File: src/rtl/sv_ram_ctrl.sv
// sv_ram_ctrl: valid/ready request front-end for a single-port RAM with a fixed read latency.
// Define SV_RAM_CTRL_STATS_EN to add the saturating wr_cnt/rd_cnt access counters.
module sv_ram_ctrl #(
  parameter int unsigned AW         = 8,
  parameter int unsigned DW         = 8,
  parameter int unsigned RD_LATENCY = 1
) (
  input  logic          clk,
  input  logic          rst_n,
  input  logic          req_valid,
  output logic          req_ready,
  input  logic          req_wr,
  input  logic [AW-1:0] req_addr,
  input  logic [DW-1:0] req_wdata,
  output logic          rsp_valid,
  input  logic          rsp_ready,
  output logic [DW-1:0] rsp_rdata,
  output logic [AW-1:0] ram_address,
  output logic [DW-1:0] ram_data_in,
  output logic          ram_cs,
  output logic          ram_wr,
  output logic          ram_rd,
  input  logic [DW-1:0] ram_data_out
`ifdef SV_RAM_CTRL_STATS_EN
  ,
  output logic [15:0]   wr_cnt,
  output logic [15:0]   rd_cnt
`endif
);

  localparam int unsigned LW = 4;   // latency counter covers RD_LATENCY 1..15
  localparam int unsigned SW = 16;

  typedef enum logic [2:0] {IDLE, WR, RD, WAIT, RESP} state_t;

  state_t        state_q;
  state_t        state_d;
  logic [LW-1:0] lat_q;
  logic          accept_c;
  logic          last_wait_c;

  assign req_ready   = (state_q == IDLE);
  assign accept_c    = req_valid & req_ready;
  assign last_wait_c = (state_q == WAIT) && (lat_q == LW'(1));

  // State register
  always_ff @(posedge clk or negedge rst_n) begin
    if (!rst_n) state_q <= IDLE;
    else        state_q <= state_d;
  end

  // Next-state decode
  always_comb begin
    state_d = state_q;
    unique case (state_q)
      IDLE: if (req_valid) state_d = req_wr ? WR : RD;
      WR:   state_d = IDLE;
      RD:   state_d = WAIT;
      WAIT: if (lat_q == LW'(1)) state_d = RESP;
      RESP: if (rsp_ready) state_d = IDLE;
      default: state_d = IDLE;
    endcase
  end

  // Strobes are registered from the next state so they line up with WR/RD exactly
  always_ff @(posedge clk or negedge rst_n) begin
    if (!rst_n) begin
      ram_cs <= 1'b0;
      ram_wr <= 1'b0;
      ram_rd <= 1'b0;
    end else begin
      ram_cs <= (state_d == WR) || (state_d == RD);
      ram_wr <= (state_d == WR);
      ram_rd <= (state_d == RD);
    end
  end

  // Request payload capture; held while idle
  always_ff @(posedge clk or negedge rst_n) begin
    if (!rst_n) begin
      ram_address <= '0;
      ram_data_in <= '0;
    end else if (accept_c) begin
      ram_address <= req_addr;
      if (req_wr) ram_data_in <= req_wdata;
    end
  end

  // Read latency counter
  always_ff @(posedge clk or negedge rst_n) begin
    if (!rst_n) begin
      lat_q <= '0;
    end else if (state_q == RD) begin
      lat_q <= LW'(RD_LATENCY);
    end else if (state_q == WAIT) begin
      lat_q <= lat_q - LW'(1);
    end
  end

  // Response channel; rsp_rdata holds its last capture after the handshake
  always_ff @(posedge clk or negedge rst_n) begin
    if (!rst_n) begin
      rsp_valid <= 1'b0;
      rsp_rdata <= '0;
    end else begin
      rsp_valid <= (state_d == RESP);
      if (last_wait_c) rsp_rdata <= ram_data_out;
    end
  end

`ifdef SV_RAM_CTRL_STATS_EN
  // Saturating access counters, one count per strobe cycle
  always_ff @(posedge clk or negedge rst_n) begin
    if (!rst_n) begin
      wr_cnt <= '0;
      rd_cnt <= '0;
    end else begin
      if (ram_wr && (wr_cnt != '1)) wr_cnt <= wr_cnt + SW'(1);
      if (ram_rd && (rd_cnt != '1)) rd_cnt <= rd_cnt + SW'(1);
    end
  end
`endif

endmodule

File: config.mk
export PLATFORM = sky130hd
export DESIGN_NAME = sv_ram_ctrl
export DESIGN_NICKNAME = d
export VERILOG_FILES = /design/src/rtl/sv_ram_ctrl.sv
export SDC_FILE = /design/constraint.sdc
export NUM_CORES = 1
export LEC_CHECK = 0
export ABC_CLOCK_PERIOD_IN_PS = 2200
export CORE_ASPECT_RATIO = 0.9
export CORE_MARGIN = 1.5
export CORE_UTILIZATION = 45
export DETAILED_ROUTE_END_ITERATION = 10
export GPL_TIMING_DRIVEN = 0
export PLACE_DENSITY = 0.83
export RECOVER_POWER = 100
export SLEW_MARGIN = 20
export SYNTH_ARGS = -nofsm -noshare
export SYNTH_HDL_FRONTEND = slang
export SYNTH_SLANG_ARGS = --single-unit
File: constraint.sdc
create_clock -name clk -period 2.2 [get_ports clk]
set_input_delay 0.22 -clock clk [delete_from_list [all_inputs] [get_ports clk]]
set_output_delay 0.22 -clock clk [all_outputs]
set_load 0.05 [all_outputs]
Word-level counts from Yosys, hierarchy flattened
Cells that the tools add are included.
Storage, ports and cells
  flip-flop bits (word level): 35
  output and inout bits: 29
  logic and storage cells: 30
Operators by class
  add/subtract/negate cells: 1
  equality and inequality tests: 7
  multiplexer cells: 7
  bitwise operators: 1
  reductions and logical operators: 5
Operator list (number)
  one-hot mux 3 bit (4 select lines): 1
  == test 3 x 2 -> 1 bit, second input constant: 3
  2-to-1 mux 3 bit: 3
  2-to-1 mux 4 bit: 2
  == test 3 bit, second input constant: 2
  == test 4 x 1 -> 1 bit, second input constant: 1
  subtractor 4 x 1 -> 4 bit, second input constant: 1
  == test 3 x 1 -> 1 bit, second input constant: 1
  logical NOT 3 bit: 1
  2-to-1 mux 2 bit: 1
  AND reduction 2 bit: 1
  nonzero test 2 bit: 1
  AND 1 bit: 1
  logical AND 1 bit: 1
  logical OR 1 bit: 1

Depth between registers and ports, before layout
Gate-level depths: netlist (run 1).
  depth after elaboration: 5
  depth in mapped cells: 6

Least setup slack after synthesis (run 1)
OpenSTA, ideal clock, no wires.
  path type: flip-flop to flip-flop
  from: register state_q[0]
  to: register ram_data_in[0]
  library setup time: 0.125 ns
  arrival time: 1.662 ns
  slack: 0.413 ns
  cell stages (with the launch flop): 7
  buffers on the path: 1
  clock period less this slack: 1.787 ns
  path through: dfrtp_1 > buf_6 > nor3_4 > nand2_2 > clkinv_4 > nand2_8 > mux2_4
Between the ends
  word-level cells in the longest chain between the ends: 3
Ends and longest elaborated chain
  start, declared: RTL line 36  | state_t state_q;
  start signal, assigned: RTL line 49  | else state_q <= state_d;
  logical NOT 3 bit: RTL line 42  | assign req_ready = (state_q == IDLE);
  named net req_ready: RTL line 11  | output logic req_ready,
  AND 1 bit: RTL line 43  | assign accept_c = req_valid & req_ready;
  AND reduction 2 bit (no line)
  end signal, assigned: RTL line 85  | if (req_wr) ram_data_in <= req_wdata;
  end, declared: RTL line 19  | output logic [DW-1:0] ram_data_in,
The timed path passes the listed nets, and every way through them passes these cells.
A chain may end at the register's enable or synchronous reset.

Final worst setup path (run 1)
  from: register state_q[0]
  to: register ram_data_in[4]
Between the ends
  word-level cells in the longest chain between the ends: 3
Ends and longest elaborated chain (RTL line)
  logical NOT 3 bit: 42
  AND 1 bit: 43
  AND reduction 2 bit (no line)
No other way between the ends.

==> results of run 1 <==
==> cells in the final DEF (no fill, tap or decap) <==
cell / netlist / final
and4bb_2: 1 / 1
clkbuf_1: 0 / 2
clkdlybuf4s50_1: 0 / 27
mux2_4: 8 / 8
nand2b_1: 4 / 4
nor3_1: 1 / 2
dfrtp_1: 35 / 35
nand2_8: 1 / 1
o21ai_0: 3 / 3
o211ai_1: 1 / 1
nor2_1: 1 / 1
o41ai_1: 2 / 2
and2b_1: 1 / 1
inv_1: 4 / 4
clkinvlp_2: 0 / 1
mux2_2: 17 / 17
nand2_1: 4 / 6
buf_12: 0 / 1
dlygate4sd3_1: 0 / 29
nand4b_1: 1 / 1
ha_1: 2 / 2
clkbuf_8: 0 / 2
buf_6: 1 / 1
a22o_1: 1 / 1
dlymetal6s2s_1: 0 / 1
nand3b_1: 1 / 1
clkbuf_4: 0 / 5
==> power breakdown <==
group / switching, uW / internal, uW / total, uW
sequential: 161 / 943 / 1100
combinational: 1320 / 772 / 2090
clock: 203 / 188 / 391
==> metal layers <==
metal,track usage [%],share of wire [%],up-vias
met1,18.8,39,501
li1,-,-,456
met3,6.81,6.6,7
met4,11.4,2.3,0
met2,29.6,52,33
met5,0,0,-
==> sequential cells by signal (all words and copies together) (netlist names), 3 cells and up <==
register / flops
ram_data_in: 8
rsp_rdata: 8
lat_q: 4
ram_address: 8
state_q: 3
==> metrics by stage <==
stage          hold WS [ns]  util, %  cell area (um2)
6_report              0.406     69.9             2130
5_1_grt               0.444     69.9             2130
4_1_cts               0.257     70.6             2150
3_5_place_dp          0.103     68.0             2070
3_3_place_gp          0.488     67.5             2050
2_1_floorplan       -0.0756        -             1430
==> critical path: cells and delay by family (launching register included) <==
kind                   cells  cell delay (ns)
AND/OR/NAND/NOR            3             0.55
flip-flops                 1             0.39
buffers and inverters      2             0.50
multiplexers               1             0.32
==> final cells by class <==
cell class	instances	area, um2	area share (%)
timing repair buffer	59	597	28.0
tap	42	52.6	2.47
inverter	5	20.0	0.941
clock buffer	8	68.8	3.23
multi-input combinational	52	503	23.6
buffer	1	11.3	0.529
sequential	35	876	41.2
==> worst max path at each step <==
stage                           to  slack (ns)  cells after the start
floorplan           ram_data_in[0]        0.41                      6
global placement    ram_data_in[3]        0.20                      1
detailed placement       req_ready        0.42                      3
CTS                      req_ready        0.02                      3
global route        ram_data_in[5]        0.19                      6
finish              ram_data_in[4]        0.33                      6
==> cells by family (layout without fill, tap and decap cells) <==
| group | count (synthesis) | after routing | synth area share [%] |
|---|---|---|---|
| AO/OA/AOI/OAI | 7 | 7 | 3.41 |
| adder cells (fa/ha/maj) | 2 | 2 | 1.75 |
| buffers and inverters | 6 | 73 | 2.45 |
| flip-flops | 35 | 35 | 61.2 |
| multiplexers | 25 | 25 | 21.8 |
| AND/OR/NAND/NOR | 18 | 18 | 9.36 |
==> repair_timing <==
action / 4_1_cts / 5_1_grt
resized for setup: 0 / 1
setup endpoints to repair: 0 / 1
buffers inserted: 0 / 0
hold buffers: 1 / 0
hold endpoints to repair: 35 / 0
==> run summary, run 1 <==
result of the run: complete, no violations
Layout fillers: 235
worst-case clock skew: 0.00904 ns
total leakage power: 0.000961 uW
I/O pin count: 58
CP cell instances: buf_6 > nor3_1 > nand2_1 > clkinvlp_2 > nand2_8 > mux2_4
sum of routed wire length over all layers: 2730 um
warning count from the yosys run: 0
Final Power: 3580 uW
period utilization: 85.1%
Inserted Diodes: 0
antenna violations before repair: 0
via density per instance: 4.94
cell depth of the worst flop-to-flop path: 6
area of the placeable core: 3040 um2
min-delay worst type: in -> async
Setup TNS: 0 ns
critical path's largest stage delay: 0.39 ns
data arrival time of the worst path: 2.10 ns
endpoint of the worst register-to-register path: ram_data_in[4]
CTS tree: yes
DRC violations left: 0
# setup viols final: 0
TritonCTS buffer count: 5
HPWL after detailed placement: 2100 um
actual slew at the worst max-slew pin: 0.621 ns
pre-CTS worst setup slack: 0.420 ns
Horiz. Die Dim: 62.4 um
Synth Cell Area: 1430 um2
share of Yosys cell area claimed by the top area cell type: 61.2%
row count: 19
number of buffers on the longest clock path: 2
per-instance average area after synthesis: 15.4 um2
overall track demand over capacity in global routing: 17.7%
async set-or-reset flop fraction in the synthesized netlist: 100%
Synth Net Count: 124
Final Instance Count excl. Fillers: 202
top cells by area, synth: dfrtp_1 (61%), mux2_2 (13%), mux2_4 (8.4%)
normalized max-slew margin: 58.6%
iteration count of the initial detailed-routing pass: 3
Placer Congestion: 0.682
number of enable-type register cells in the synthesized netlist: 0
dominant cell by count in the synthesized netlist: dfrtp_1
share of the yosys chip area belonging to registers: 61.2%
number of design-rule violations left by the first detailed-router iteration: 7
Hold Fails Final Rpt: 0
slack of the worst reg-to-reg path: 0.33 ns
required time of the critical path: 2.43 ns
CTS sink count: 35
Die Y: 56.5 um
largest area contributor in the synthesized netlist: dfrtp_1
area growth from synthesis to final layout: 48.8%
grt total ovfl: 0
library cells used by synthesis: 22
routed via count: 997
die area: 3530 um2
ratio of total power to cell area: 1680 nW/um2
post-synthesis sequential element count: 35
maximum number of pins on one net before global-route repair: 27
starting density of the core: 47.0%
unrepaired setup endpoints after global routing: no
number of input and output port buffers inserted: 57
clock-pin slew on the worst setup and hold paths: 0.09 ns
first-pass GRT wire length: 4650 um
cell count after synthesis: 93
final critical-path required period: 1.87 ns
maximum vdd ir drop: 0.00112 V
library cell used as clock root buffer: clkbuf_4
routed len/inst: 13.5 um
least setup slack across all paths after layout: 0.328 ns
final layout net count: 190
Max Clk Rate: 534 MHz
Max H-tree Level: 2
launching point of the worst reg2reg path: state_q[0]
vias in the first global route: 1062
cell types with the highest counts after synthesis: dfrtp_1 (35), mux2_2 (17), mux2_4 (8)
Setup crit end kind: flop
source-to-sink clock delay at the later pin of the worst-skew pair: 0.34 ns
total placed cells including tap cells: 193
standard cell with the maximum stage delay on the critical path: dfrtp_1
classification of the worst setup path: reg -> reg
count of max-cap constraint violations: 0
Post-synth top flop: dfrtp_1
Max FO, Critical Path: 10
startpoint types: flop
Max Slew Vio Count: 0
fraction of final layout cells sized beyond drive strength 1: 23.1%
first element of the critical path: state_q[0]
antenna viol nets, final: 0
(Power assumes the default switching activity.)
==> inputs of run 2 (changes only) <==
--- a/config.mk
+++ b/config.mk
@@ -17,3 +17,4 @@
 export SYNTH_ARGS = -nofsm -noshare
 export SYNTH_HDL_FRONTEND = slang
 export SYNTH_SLANG_ARGS = --single-unit
+export TNS_END_PERCENT = 100
==> results of run 2 <==
No change in the layout: final DEF, timing and power equal those of run 1.
==> RTL edit 1: new RTL, flow settings as in run 1 <==
The 5 states of `state_t` get a one-hot encoding in 5 bits.
--- a/src/rtl/sv_ram_ctrl.sv
+++ b/src/rtl/sv_ram_ctrl.sv
@@ -32,5 +32,5 @@
   localparam int unsigned SW = 16;
 
-  typedef enum logic [2:0] {IDLE, WR, RD, WAIT, RESP} state_t;
+  typedef enum logic [4:0] {IDLE = 5'b00001, WR = 5'b00010, RD = 5'b00100, WAIT = 5'b01000, RESP = 5'b10000} state_t;
 
   state_t        state_q;
Behaviour: same outputs for any inputs over 10 cycles, from zero or initial values and one cycle with rst_n low; not proved beyond that.
==> RTL edit 1 against run 1 <==
  * Synthesized cell count increased by 26%
  * Synthesized area increased by 11%
  * Global-route usage increased by 2.2 points
  * Total power decreased by 12%
  * Sequential power decreased by 5%
  * Utilization decreased by 1.3 points
  * Combinational power decreased by 27%
  * Count of clock-buffer cells in the layout decreased by 2
  * Register-to-register slack got worse by 0.11 ns
  * Routed wire length increased by 30%
  * Sequential cell count increased by 2
  * Via count increased by 17%
  * Design area increased by 9.0%
  * Worst setup slack got worse by 0.13 ns
  * Critical path type is now reg -> out
==> RTL edit 1: results (changes against run 1) <==
[status]
status = finished clean  ; unchanged

[synth]
synthTopCellsByArea = dfrtp_1 (57%), mux2_2 (17%), nor2b_1 (2.0%), o21ai_0 (1.9%), dfstp_2 (1.7%)  ; was dfrtp_1 (61%), mux2_2 (13%), mux2_4 (8.4%), ha_1 (1.7%), nand2b_1 (1.7%)

[detailed_routing]
wl_per_cell_um = 15.6  ; was 13.5 um
drt_iter0_drc = 49  ; was 7
routed_wirelength_mm = 3.56  ; was 2.73 mm
dr.pass1.iters = 4  ; was 3
vias_per_cell = 5.14  ; was 4.94

[cells_and_area]
drive_above_1_share_pct = 23.9  ; was 23.1%
layout.nets = 214  ; was 190

[critical_path]
cp_slowest_cell = dfstp_1  ; was dfrtp_1
r2r_cells = 4  ; was 6
worstPathArrival_ns = 1.78  ; was 2.10 ns
r2r_slack_ns = 0.22  ; was 0.33 ns
critPathMaxStageDelay_ns = 0.65  ; was 0.39 ns

[pwr]
peakVddDrop_uv = 997  ; was 1120 uV
p_leak_nw = 1.03  ; was 0.961 nW

[place]
gp_congestion = 0.810  ; was 0.682
post-dp-hpwl_mm = 2.62  ; was 2.10 mm
placed_area_um2 = 2230  ; was 2070 um2
dp.cells = 219  ; was 193

[global_route]
grt_usage_pct = 20.0  ; was 17.7%
grt_max_degree = 29  ; was 27
first_global_vias = 1205  ; was 1,062

[clocking]
cts_root_buf = clkbuf_8  ; was clkbuf_4

[sta]
skew_ns = 0.00757  ; was 0.00904 ns

-- RTL edit 1: kinds of logic after synthesis --
kind of cell    count (synthesis)  share of synthesized area, %
simple gates                   28                          12.4
flops                          37                          58.3
compound gates                 18                          7.64
buf+inv                         8                          3.07
mux                            24                          17.0
fa+ha+maj                       2                          1.57
-- RTL edit 1: power groups by stage --
stage	combinational (W)	sequential (W)	clock (W)
3_3_place_gp	0.00157	0.00105	0
3_5_place_dp	0.00161	0.00107	0
5_1_grt	0.00160	0.00108	0.000612
2_1_floorplan	0.000482	0.00164	0
4_1_cts	0.00161	0.00106	0.000578
6_report	0.00153	0.00105	0.000564
-- RTL edit 1: metrics by stage --
step,hold WS (ns),utilization (%),worst slack (ns)
after CTS,0.329,69.4,0.00844
after global routing,0.458,68.7,0.0883
final,0.400,68.7,0.198
after global placement,0.490,65.6,0.111
after floorplan,-0.0756,-,0.523
after detailed placement,0.0984,66.0,0.0645
-- RTL edit 1: worst max-delay path by stage --
stage / to / slack [ns] / cells after the start
after floorplan: rsp_rdata[0] / 0.52 / 6
after CTS: req_ready / 0.008 / 3
after global placement: ram_address[1] / 0.11 / 1
final: req_ready / 0.20 / 3
after detailed placement: req_ready / 0.06 / 3
after global routing: rsp_rdata[7] / 0.09 / 6
-- RTL edit 1: cell type report --
class,instances,area share [%]
clock inverter,2,1.51
multi-input combinational,72,26.4
clock buffer,6,3.13
timing repair buffer,59,24.8
buffer,5,1.35
inverter,3,0.485
tap,44,2.37
sequential,37,40.0
-- RTL edit 1: worst register-to-register path, delay by kind of cell, from the launching register on --
| kind | cells | cell delay [ns] |
|---|---|---|
| flip-flops | 1 | 0.65 |
| AND/OR/NAND/NOR | 2 | 0.61 |
| multiplexers | 1 | 0.37 |
| buffers and inverters | 1 | 0.24 |
-- RTL edit 1: per-layer routing --
metal | global-route usage (%) | part of all wire [%] | vias up
li1 | - | - | 554
met1 | 23.2 | 40 | 561
met2 | 33.0 | 52 | 52
met3 | 9.13 | 7.8 | 4
met4 | 6.55 | 0.73 | 0
met5 | 0 | 0 | -
-- RTL edit 1: repair_timing --
item	in CTS	in global routing
gates resized for setup	1	2
pin swaps	0	0
hold buffers	1	0
setup endpoints to repair	1	1
endpoints found under the hold margin	9	0
==> RTL edit 2: new RTL, flow settings as in run 1 <==
Without the edit above. Change the parameter `AW` from 8 to 7.
--- a/src/rtl/sv_ram_ctrl.sv
+++ b/src/rtl/sv_ram_ctrl.sv
@@ -2,5 +2,5 @@
 // Define SV_RAM_CTRL_STATS_EN to add the saturating wr_cnt/rd_cnt access counters.
 module sv_ram_ctrl #(
-  parameter int unsigned AW         = 8,
+  parameter int unsigned AW         = 7,
   parameter int unsigned DW         = 8,
   parameter int unsigned RD_LATENCY = 1
Ports: changed (resized ram_address and req_addr); port bits go from 58 to 56. The function was not compared with the original's and may differ.
==> RTL edit 2 against run 1 <==
  * Combinational power is 7% lower
  * Non-clock buffer count is 3 lower
  * Routed wire length is 6.2% lower
  * Synthesized cell count is 2.2% lower
  * Worst setup slack worse by 0.20 ns
  * Utilization is 0.69 points higher
  * Design area is 5.8% lower
  * Synthesized area is 2.5% lower
  * First-iteration DRC count is 71% higher
  * Sequential cell count is 1 lower
  * Cell count is 3.5% lower
  * Total power is 6.3% lower
  * Critical path type is now reg -> out
  * Largest power group unchanged
==> RTL edit 2: results (changes against run 1) <==
[sta]
max_freq_mhz = 483  ; was 534 MHz
hold_slack_ns = 0.475  ; was 0.406 ns
slew_headroom_pct = 46.4  ; was 58.6%
skew_ns = 0.0113  ; was 0.00904 ns

[critical_path]
r2r_slack_ns = 0.25  ; was 0.33 ns
worstPathArrival_ns = 1.85  ; was 2.10 ns

[global_route]
grt_pass1_wl_mm = 4.37  ; was 4.65 mm
use_met1_pct = 20.2  ; was 18.8%
met3_usage_pct = 7.21  ; was 6.81%

[synth]
synthTopCellsByArea = dfrtp_1 (61%), mux2_2 (13%), mux2_4 (8.6%), ha_1 (1.8%), nand2b_1 (1.8%)  ; was dfrtp_1 (61%), mux2_2 (13%), mux2_4 (8.4%), ha_1 (1.7%), nand2b_1 (1.7%)
synth_fp_nets = 121  ; was 124
yosysSeqAreaShare_pct = 61.0  ; was 61.2%
synth_area_per_cell_um2 = 15.3  ; was 15.4 um2
synthAdderAreaFrac_pct = 1.80  ; was 1.75%
synthTopCellsByCount = dfrtp_1 (34), mux2_2 (16), mux2_4 (8)  ; was dfrtp_1 (35), mux2_2 (17), mux2_4 (8)
muxShareOfSynthArea_pct = 21.5  ; was 21.8%
synth-compound-area-share_pct = 3.50  ; was 3.41%

[hold_path]
holdCritPathClass = in -> reg  ; was in -> async

[place]
dp.cells = 186  ; was 193
post-dp-hpwl_mm = 2.04  ; was 2.10 mm
gp_congestion = 0.690  ; was 0.682
placed_area_um2 = 1990  ; was 2070 um2
io_buffer_count = 55  ; was 57

[pwr]
p_leak_nw = 0.878  ; was 0.961 nW
finalPower_w = 0.00336  ; was 0.00358 W
p_clk_share_pct = 10.2  ; was 10.9%
peakVddDrop_uv = 911  ; was 1120 uV

[detailed_routing]
vias = 925  ; was 997
vias_per_cell = 4.74  ; was 4.94
m1WireLength_mm = 1.01  ; was 1.07 mm
wl_met2_mm = 1.37  ; was 1.42 mm
dr.pass1.iters = 4  ; was 3

[cells_and_area]
area_growth_pct = 43.8  ; was 48.8%
layout.nets = 184  ; was 190
reg_top3 = ram_data_in (8), rsp_rdata (8), ram_address (7)  ; was ram_address (8), ram_data_in (8), rsp_rdata (8)
nNonClkBuffers = 57  ; was 60
multi_input_area_um2 = 457  ; was 503 um2
clockNetworkAreaShare_pct = 3.00  ; was 3.23%
fill_cells = 224  ; was 235
nClkBuffers = 7  ; was 8
final-nonclk-buf-share_pct = 28.3  ; was 28.6%

[clocking]
cts.sinks = 34  ; was 35

[status]
status = finished clean  ; unchanged

[RTL edit 2: path summary, 6_finish.rpt]
path | start | to
worst max-delay path | state_q[0] | req_ready
worst min-delay path | req_wr | ram_rd
worst max register to register | state_q[0] | ram_data_in[6]
worst min register to register | ram_data_in[5] | ram_data_in[5]
max in group asynchronous | rst_n | ram_data_in[3]
min in group asynchronous | rst_n | lat_q[2]
[RTL edit 2: kinds of logic (layout without fill, tap and decap cells)]
| kind of cell | count (synthesis) | after routing |
|---|---|---|
| AOI/OAI and AO/OA | 7 | 7 |
| buffers and inverters | 6 | 70 |
| and+or+nand+nor | 18 | 18 |
| muxes | 24 | 24 |
| adders and majority gates | 2 | 2 |
| DFF | 34 | 34 |
[RTL edit 2: worst max-delay path, stage by stage, from the launching register on]
cell	delay (ns)
dfrtp_1	0.38
buf_6	0.14
nor3_4	0.20
clkdlybuf4s50_1	0.82
